--- src/rtl/bcd_updown_counter_if.sv ---
// Bus bundle for bcd_updown_counter: step/clear controls in,
// count and boundary flags out.
interface bcd_updown_counter_if #(
    parameter int NUM_DIGITS = 2
);
    logic                    i_up;
    logic                    i_down;
    logic                    i_clear;
    logic [4*NUM_DIGITS-1:0] o_digits;
    logic                    o_at_max;
    logic                    o_at_min;
    logic                    o_wrap;

    modport master (
        output i_up, i_down, i_clear,
        input  o_digits, o_at_max, o_at_min, o_wrap
    );

    modport slave (
        input  i_up, i_down, i_clear,
        output o_digits, o_at_max, o_at_min, o_wrap
    );
endinterface

--- src/rtl/bcd_updown_counter.sv ---
// Cascaded up/down digit counter with edge-triggered steps,
// optional saturation and optional hold-to-auto-repeat.
module bcd_updown_counter #(
    parameter int NUM_DIGITS    = 2,
    parameter int DIGIT_MAX     = 9,
    parameter int SATURATE      = 0,
    parameter int REPEAT_DELAY  = 0,
    parameter int REPEAT_PERIOD = 1
) (
    input  logic                 i_clk,
    input  logic                 i_rst,
    bcd_updown_counter_if.slave  io_bus
);

    localparam int C_HMAX = (REPEAT_DELAY > REPEAT_PERIOD) ?
                            REPEAT_DELAY : REPEAT_PERIOD;
    localparam int CW     = (C_HMAX < 1) ? 1 : $clog2(C_HMAX + 1);

    localparam logic [CW-1:0] C_RD_LAST =
        CW'((REPEAT_DELAY > 0) ? REPEAT_DELAY - 1 : 0);
    localparam logic [CW-1:0] C_RP_LAST =
        CW'((REPEAT_PERIOD > 0) ? REPEAT_PERIOD - 1 : 0);
    localparam logic [3:0]    C_DMAX    = 4'(DIGIT_MAX);
    localparam bit            C_RPT_EN  = (REPEAT_DELAY > 0);
    localparam bit            C_SAT     = (SATURATE != 0);

    typedef enum logic [1:0] {
        S_IDLE,
        S_DELAY,
        S_REPEAT
    } state_t;

    state_t                        r_state;
    state_t                        w_next;
    logic [CW-1:0]                 r_hold;
    logic [CW-1:0]                 w_hold_nxt;
    logic                          r_dir;
    logic                          w_dir_nxt;
    logic                          r_up_d;
    logic                          r_dn_d;
    logic [NUM_DIGITS-1:0][3:0]    r_digits;
    logic [NUM_DIGITS-1:0][3:0]    w_digits_nxt;
    logic [NUM_DIGITS-1:0][3:0]    w_inc;
    logic [NUM_DIGITS-1:0][3:0]    w_dec;
    logic [NUM_DIGITS:0]           w_cy;
    logic [NUM_DIGITS:0]           w_bw;
    logic                          r_wrap;
    logic                          w_wrap_nxt;
    logic                          w_up_req;
    logic                          w_dn_req;
    logic                          w_single;
    logic                          w_held;
    logic                          w_opp;
    logic                          w_abort;
    logic                          w_step;
    logic                          w_step_up;
    logic                          w_at_max;
    logic                          w_at_min;

    assign w_up_req = io_bus.i_up   & ~r_up_d;
    assign w_dn_req = io_bus.i_down & ~r_dn_d;
    assign w_single = w_up_req ^ w_dn_req;

    // r_dir names the direction being held while repeating.
    assign w_held  = r_dir ? io_bus.i_up : io_bus.i_down;
    assign w_opp   = r_dir ? w_dn_req : w_up_req;
    assign w_abort = io_bus.i_clear | ~w_held | w_opp;

    // Ripple chains: carry/borrow out of the top digit doubles
    // as the all-max / all-zero decode of the count register.
    assign w_cy[0] = 1'b1;
    assign w_bw[0] = 1'b1;

    for (genvar g = 0; g < NUM_DIGITS; g++) begin : g_dig
        assign w_inc[g] = !w_cy[g]               ? r_digits[g] :
                          (r_digits[g] == C_DMAX) ? 4'd0 :
                          r_digits[g] + 4'd1;
        assign w_dec[g] = !w_bw[g]               ? r_digits[g] :
                          (r_digits[g] == 4'd0)  ? C_DMAX :
                          r_digits[g] - 4'd1;
        assign w_cy[g+1] = w_cy[g] & (r_digits[g] == C_DMAX);
        assign w_bw[g+1] = w_bw[g] & (r_digits[g] == 4'd0);
    end

    assign w_at_max = w_cy[NUM_DIGITS];
    assign w_at_min = w_bw[NUM_DIGITS];

    // Edge-detect history; keeps tracking through clear.
    always_ff @(posedge i_clk) begin
        if (i_rst) begin
            r_up_d <= 1'b0;
            r_dn_d <= 1'b0;
        end else begin
            r_up_d <= io_bus.i_up;
            r_dn_d <= io_bus.i_down;
        end
    end

    // Auto-repeat state, hold counter and held direction.
    always_ff @(posedge i_clk) begin
        if (i_rst) begin
            r_state <= S_IDLE;
            r_hold  <= '0;
            r_dir   <= 1'b0;
        end else begin
            r_state <= w_next;
            r_hold  <= w_hold_nxt;
            r_dir   <= w_dir_nxt;
        end
    end

    // Next auto-repeat state.
    always_comb begin
        w_next = r_state;
        case (r_state)
            S_IDLE: begin
                if (!io_bus.i_clear && w_single && C_RPT_EN)
                    w_next = S_DELAY;
            end
            S_DELAY: begin
                if (w_abort)
                    w_next = S_IDLE;
                else if (r_hold == C_RD_LAST)
                    w_next = S_REPEAT;
            end
            S_REPEAT: begin
                if (w_abort)
                    w_next = S_IDLE;
            end
            default: w_next = S_IDLE;
        endcase
    end

    // Step strobe, step direction and hold-counter update.
    always_comb begin
        w_step     = 1'b0;
        w_step_up  = r_dir;
        w_hold_nxt = '0;
        w_dir_nxt  = r_dir;
        case (r_state)
            S_IDLE: begin
                if (!io_bus.i_clear && w_single) begin
                    w_step    = 1'b1;
                    w_step_up = w_up_req;
                    w_dir_nxt = w_up_req;
                end
            end
            S_DELAY: begin
                if (!w_abort) begin
                    if (r_hold == C_RD_LAST)
                        w_step = 1'b1;
                    else
                        w_hold_nxt = r_hold + CW'(1);
                end
            end
            S_REPEAT: begin
                if (!w_abort) begin
                    if (r_hold == C_RP_LAST)
                        w_step = 1'b1;
                    else
                        w_hold_nxt = r_hold + CW'(1);
                end
            end
            default: ;
        endcase
    end

    // Next count and wrap flag; clear beats any step.
    always_comb begin
        w_digits_nxt = r_digits;
        w_wrap_nxt   = 1'b0;
        if (io_bus.i_clear) begin
            w_digits_nxt = '0;
        end else if (w_step) begin
            if (w_step_up) begin
                if (!(w_at_max && C_SAT))
                    w_digits_nxt = w_inc;
                w_wrap_nxt = w_at_max && !C_SAT;
            end else begin
                if (!(w_at_min && C_SAT))
                    w_digits_nxt = w_dec;
                w_wrap_nxt = w_at_min && !C_SAT;
            end
        end
    end

    // Count and wrap-pulse registers.
    always_ff @(posedge i_clk) begin
        if (i_rst) begin
            r_digits <= '0;
            r_wrap   <= 1'b0;
        end else begin
            r_digits <= w_digits_nxt;
            r_wrap   <= w_wrap_nxt;
        end
    end

    assign io_bus.o_digits = r_digits;
    assign io_bus.o_at_max = w_at_max;
    assign io_bus.o_at_min = w_at_min;
    assign io_bus.o_wrap   = r_wrap;

endmodule

--- src/flat_wrapper.sv ---
// flat-port wrapper written by rule: the top's interface ports become plain ports
module bcd_updown_counter_flat 
#(
    parameter int NUM_DIGITS    = 2,
    parameter int DIGIT_MAX     = 9,
    parameter int SATURATE      = 0,
    parameter int REPEAT_DELAY  = 0,
    parameter int REPEAT_PERIOD = 1
)
  (i_clk, i_rst, io_bus_i_up, io_bus_i_down, io_bus_i_clear, io_bus_o_digits, io_bus_o_at_max, io_bus_o_at_min, io_bus_o_wrap);
  bcd_updown_counter_if #(.NUM_DIGITS(NUM_DIGITS)) io_bus_i ();
  input  logic i_clk;
  input  logic i_rst;
  input wire logic [$bits(io_bus_i.i_up)-1:0] io_bus_i_up;
  input wire logic [$bits(io_bus_i.i_down)-1:0] io_bus_i_down;
  input wire logic [$bits(io_bus_i.i_clear)-1:0] io_bus_i_clear;
  output wire logic [$bits(io_bus_i.o_digits)-1:0] io_bus_o_digits;
  output wire logic [$bits(io_bus_i.o_at_max)-1:0] io_bus_o_at_max;
  output wire logic [$bits(io_bus_i.o_at_min)-1:0] io_bus_o_at_min;
  output wire logic [$bits(io_bus_i.o_wrap)-1:0] io_bus_o_wrap;
  assign io_bus_i.i_up = io_bus_i_up;
  assign io_bus_i.i_down = io_bus_i_down;
  assign io_bus_i.i_clear = io_bus_i_clear;
  assign io_bus_o_digits = io_bus_i.o_digits;
  assign io_bus_o_at_max = io_bus_i.o_at_max;
  assign io_bus_o_at_min = io_bus_i.o_at_min;
  assign io_bus_o_wrap = io_bus_i.o_wrap;
  bcd_updown_counter #(.NUM_DIGITS(NUM_DIGITS), .DIGIT_MAX(DIGIT_MAX), .SATURATE(SATURATE), .REPEAT_DELAY(REPEAT_DELAY), .REPEAT_PERIOD(REPEAT_PERIOD)) u_core (.i_clk(i_clk), .i_rst(i_rst), .io_bus(io_bus_i));
endmodule
--- config.mk ---
export PLATFORM = sky130hd
export DESIGN_NAME = bcd_updown_counter_flat
export DESIGN_NICKNAME = d
export VERILOG_FILES = /design/src/rtl/bcd_updown_counter_if.sv /design/src/rtl/bcd_updown_counter.sv /design/src/flat_wrapper.sv
export SDC_FILE = /design/constraint.sdc
export NUM_CORES = 1
export LEC_CHECK = 0
export CAP_MARGIN = 15
export CELL_PAD_IN_SITES_DETAIL_PLACEMENT = 0
export CELL_PAD_IN_SITES_GLOBAL_PLACEMENT = 1
export CORE_ASPECT_RATIO = 1.5
export CORE_UTILIZATION = 40
export DETAILED_ROUTE_END_ITERATION = 6
export PLACE_DENSITY = 0.79
export SETUP_SLACK_MARGIN = 0.2
export SLEW_MARGIN = 0
export SYNTH_ARGS = -nofsm -noshare
export SYNTH_HDL_FRONTEND = slang
export SYNTH_SLANG_ARGS = --single-unit
export TNS_END_PERCENT = 50
--- constraint.sdc ---
create_clock -name i_clk -period 3.84 [get_ports i_clk]
set_input_delay 0.576 -clock i_clk [delete_from_list [all_inputs] [get_ports i_clk]]
set_output_delay 0.576 -clock i_clk [all_outputs]
set_load 0.02 [all_outputs]
After elaboration in Yosys (flattened, before gate mapping)
Index checks and enable logic that the tools add are counted.
{"block": "totals", "elab_cells": 66, "n_memories": 0, "latch_bits": 0, "register_bits": 15, "romBits": 0, "mem_bits_rw": 0}
{"block": "classes", "shifts": 0, "multipliers": 0, "n_div": 0, "addsub": 5, "mux": 20, "bitwise": 14, "n_eq_ne": 7, "n_lt_le_gt_ge": 0, "reduce_logical": 12}
{"cell": "4-bit 2-to-1 mux", "count": 6}
{"cell": "4-bit by 1-bit adder with 4-bit output, second input constant", "count": 2}
{"cell": "4-bit == test, second input constant", "count": 2}
{"cell": "4-bit logical NOT", "count": 2}
{"cell": "1-bit 2-to-1 mux", "count": 8}
{"cell": "8-bit 2-to-1 mux", "count": 1}
{"cell": "4-bit by 1-bit subtractor with 4-bit output, second input constant", "count": 2}
{"cell": "1-bit NOT", "count": 7}
{"cell": "2-bit 2-to-1 mux", "count": 3}
{"cell": "2-bit one-hot mux with 3 select lines", "count": 1}
{"cell": "3-bit AND reduction", "count": 2}
{"cell": "1-bit AND", "count": 4}
{"cell": "2-bit OR reduction", "count": 2}
{"cell": "4-bit OR reduction", "count": 1}
{"cell": "3-bit != test, second input constant", "count": 1}
{"cell": "3-bit OR reduction", "count": 1}
{"cell": "2-bit by 1-bit == test with 1-bit output, second input constant", "count": 1}
{"cell": "2-bit == test, second input constant", "count": 1}
{"cell": "2-bit logical NOT", "count": 1}
{"cell": "2-bit by 1-bit != test with 1-bit output, second input constant", "count": 1}
{"cell": "2-bit != test, second input constant", "count": 1}
{"cell": "1-bit OR", "count": 2}
{"cell": "1-bit one-hot mux with 2 select lines", "count": 1}
{"cell": "2-bit nonzero test", "count": 1}
{"cell": "4 further kinds", "count": 4}

Depth between registers and ports, before layout
{"block": "depth", "ltp_word": 8, "depth_mapped": 6, "mapped_depth_nobuf": 5}

Least setup slack after synthesis
OpenSTA, ideal clock, no wires.
{"block": "synth_path", "path_type": "input to register", "start": "input port io_bus_i_down", "end": "register u_core.r_digits, in the netlist u_core.io_bus.o_digits[6]", "path_slack_ns": 1.859, "n_path_buf": 0, "setup_time_ns": 0.126, "t_arrival_ns": 1.855, "cell_stages": 5, "path_cell_list": "or3b_4 > a32oi_4 > mux2_2 > a32oi_1 > a31oi_1"}
{"block": "synth_via", "elab_chain_cells": 7, "word_cells_on_any_way": 17, "cone_classes": "eq/ne (1); mux (8); bitwise (5); reduce/logical (3)"}
{"item": "from (decl)", "line": "flat_wrapper.sv:15", "text": "input wire logic [$bits(io_bus_i.i_down)-1:0] io_bus_i_down;"}
{"item": "1-bit 2-to-1 mux or 1-bit AND (tied branches)", "line": "bcd_updown_counter.sv:65, bcd_updown_counter.sv:61"}
{"item": "1-bit NOT or 1-bit bitwise XOR (tied branches)", "line": "bcd_updown_counter.sv:67, bcd_updown_counter.sv:62"}
{"item": "1-bit OR or 1-bit logical AND (tied branches)"}
{"item": "1-bit OR or 1-bit 2-to-1 mux (tied branches)", "line": "bcd_updown_counter.sv:67, bcd_updown_counter.sv:142"}
{"item": "1-bit 2-to-1 mux (on tied branches)", "line": "bcd_updown_counter.sv:157, bcd_updown_counter.sv:140"}
{"item": "1-bit one-hot mux with 2 select lines, or another cell as far along", "line": "bcd_updown_counter.sv:140", "text": "case (r_state)"}
{"item": "3-bit AND reduction (no line)"}
{"item": "to (signal assigned)", "line": "bcd_updown_counter.sv:193", "text": "r_digits <= w_digits_nxt;"}
{"item": "to (decl)", "line": "bcd_updown_counter.sv:41", "text": "logic [NUM_DIGITS-1:0][3:0] r_digits;"}
Several ways; a longest one is shown, not always the timed one.
A chain may end at the register's enable or synchronous reset.

Worst setup path in the final report
{"block": "layout_path", "start": "register u_core.r_digits, in the netlist u_core.io_bus.o_digits[0]", "end": "output port io_bus_o_at_max"}
{"block": "layout_via", "elab_chain_cells": 2}
{"item": "4-bit == test", "line": "bcd_updown_counter.sv:81", "text": "assign w_cy[g+1] = w_cy[g] & (r_digits[g] == C_DMAX);"}
{"item": "1-bit AND", "line": "bcd_updown_counter.sv:81"}
{"item": "to (decl)", "line": "flat_wrapper.sv:18", "text": "output wire logic [$bits(io_bus_i.o_at_max)-1:0] io_bus_o_at_max;"}
No other way between the ends.

==> results.md <==
* Status: complete, no violations
* CP endpoint: io_bus_o_at_max
* Placed cell areas at 986 µm²
* Register-to-register setup slack at about 1.8 ns
* Net Count, Synth at 106
* Clk slew on worst S/H paths at 0.08 ns
* Post-synth top area cell: dfxtp_1
* H-tree depth at 1
* Worst-path fanout max at 14
* Initial Utilization at a little over two fifths
* Min Hold Slack at just over 0.6 ns
* Final period utilization at 72.6%
* I/O pins at 16
* Fillers at 206
* Clk_lat worst skew at 0.27 ns
* Antenna violations before repair at 0
* Total vias in the final route at 751
* Share of synthesized registers carrying an async set or reset at 0%
* Commonest cells post-synth: dfxtp_1, nand2_1, nor2_1
* Setup bufs post-CTS at 0
* Share of layout cells above drive strength 1 at 11.6%
* Area taken by multi-input logic gates at 553 µm²
* RR Startpoint: u_core.r_dir
* Setup_tns at 0 ns
* Vias in the first global route at 669
* First-pass GRT wire length at 2950 µm
* Chip Width at 39.9 µm
* FP Rows at 20
* Crit path time final at 2.79 ns
* Sequential Area at 240 µm²
* R2R depth at 5
* Max transition margin at approximately 60%
* Total gr overflow at 0
* R2r endpoint: u_core.io_bus.o_digits[6]
* Avg WL per Cell at between 10 and 15 µm
* Final Setup Violations at 0
* Top post-synthesis cells by area: dfxtp_1, o21ai_0, nand2_1, nor2_1, a32oi_4
* Critical Path AT at between 2 and 2.5 ns
* Post-synthesis sequential area ratio at 27.9%
* Die height at just under 60 µm
* DRC at 0
* P_leak at about 0.35 nW
* CTS sink cnt at 12
* Met1 WL at 800 µm
* Crit path required time at 3.26 ns
* Post-synth cell types at 43
* Leading cell type by number of instances after synthesis: dfxtp_1
* Input/output buffers at 15
* 1st-pass router iterations at 2
* Commonest register cell after synthesis: dfxtp_1
* Initial drt markers at 15
* Post-synth EDFFs at 0
* Met2 WL at 957 µm
* GR Util All Layers at 18.1%
* Crit. Startpoint: u_core.io_bus.o_digits[0]
* Setup Skew at 0.00259 ns
* Die area at 2350 µm²
* CORE AREA at 2030 µm²
* Worst vdd ir at 0.000173 V
* Post-Synthesis Cell Area at 861 µm²
* WL final at 1810 µm
* RSZ-0062 raised after global routing: false
* Crit Path Class: register to output pin
* CTS tree: built
* Total Nets Final at about 120
* Cts bufs inserted at 3
* Crit end category: output pin
* Antenna-violating nets left at 0
* Synthesis-stage register bit count at 12
* Class of the tightest hold or removal check: register to register
* Final GP Congestion at 0.710
* Highest metal layer with signal wires: met4
* CTS Hold Bufs at 0
* Highest Clock Rate at 0.359 GHz
* Final Util at 50.4%
* # diodes at 0
* CTS resizes at 0
* Final hold violations at 0
* Synth Warn # at 0
* Syn_area_per_cell at ~8.5 µm²
* Slew Viols, Final at 0
* Final HPWL DP at 1280 µm
* Power per cell area at 334 nW/µm²
* Max Buffers Root-to-Sink at 2
* Synth top area share at 27.9%
* CTS root buffer: clkbuf_4
* Largest net degree at the start of global routing at 18
* Max Cap Violations at 0
* Metal3 WL at 35 µm
* Area growth syn-to-layout at 18.7%
* CP startpoint kind: register
* Least-Margin Pin Slew at 0.606 ns
* Vias/cell at about 5.6
* Design area at 1020 µm²
* Mapped Cells at about 100
## cell families after synthesis
group,share of synthesized area [%]
XOR/XNOR,6.11
AO/OA/AOI/OAI,28.3
AND/OR/NAND/NOR,26.2
multiplexers,3.63
flip-flops,27.9
buffers and inverters,7.85
## where the power goes
part | internal (mW) | switching [mW] | total (mW)
clock network | 0.0576 | 0.0457 | 0.103
logic | 0.0461 | 0.0477 | 0.0938
registers | 0.131 | 0.0140 | 0.145
## worst min-delay path by stage
stage	end	depth (start not counted)	start	slack, ns
floorplan	u_core.io_bus.o_digits[4]	1	i_rst	0.65
global placement	u_core.io_bus.o_digits[7]	2	u_core.io_bus.o_digits[7]	0.60
detailed placement	u_core.io_bus.o_digits[6]	2	u_core.io_bus.o_digits[5]	0.62
CTS	u_core.io_bus.o_digits[6]	2	u_core.io_bus.o_digits[5]	0.63
global route	u_core.io_bus.o_digits[6]	2	u_core.io_bus.o_digits[5]	0.67
finish	u_core.io_bus.o_digits[6]	2	u_core.io_bus.o_digits[5]	0.62
## per-layer routing
metal	vias up	GRT usage, %
li1	393	-
met1	348	20.8
met2	8	30.4
met3	2	2.26
met4	0	10.3
met5	-	0
## registers in the layout (all words and copies together) (netlist names)
| signal | flops |
|---|---|
| u_core.io_bus.o_digits | 8 |
| u_core.io_bus.o_wrap | 1 |
| u_core.r_dir | 1 |
| u_core.r_dn_d | 1 |
| u_core.r_up_d | 1 |
## stage by stage
| stage | setup slack (ns) | cells | power, mW |
|---|---|---|---|
| final | 1.05 | 134 | 0.342 |
| after global routing | 0.952 | 134 | 0.359 |
| after CTS | 1.05 | 134 | 0.346 |
| after detailed placement | 0.984 | 130 | 0.242 |
| after global placement | 1.03 | 130 | 0.240 |
| after floorplan | 1.86 | 101 | 0.215 |
## layout make-up
class	count	share of cell area [%]
inverters	4	1.47
multi-input cells	77	54.1
clock buffers	4	3.55
repair buffers	15	14.7
well taps	22	2.69
flip-flops and latches	12	23.5
## cells in the final DEF (no fill, tap or decap), types with 2 or more instances in the layout
cell,instances
clkdlybuf4s50_1,15
dfxtp_1,12
nor2_1,8
nand2_1,8
o21ai_0,6
inv_1,4
a31oi_1,4
xor2_1,3
xnor2_1,3
o22ai_1,3
a21oi_1,3
o21ai_1,3
clkbuf_4,3
and4_1,2
nor3_1,2
nor4_1,2
and3_1,2
or3b_4,2
and2_1,2
o21a_1,2
nor2b_1,2
mux2i_1,2
## critical path: stages (launching register included)
cell and delay, ns:
dfxtp_1 0.64, nor4bb_1 0.42, and4_1 0.26, clkdlybuf4s50_1 0.62
Note: power is estimated with default switching activity, not from simulation.
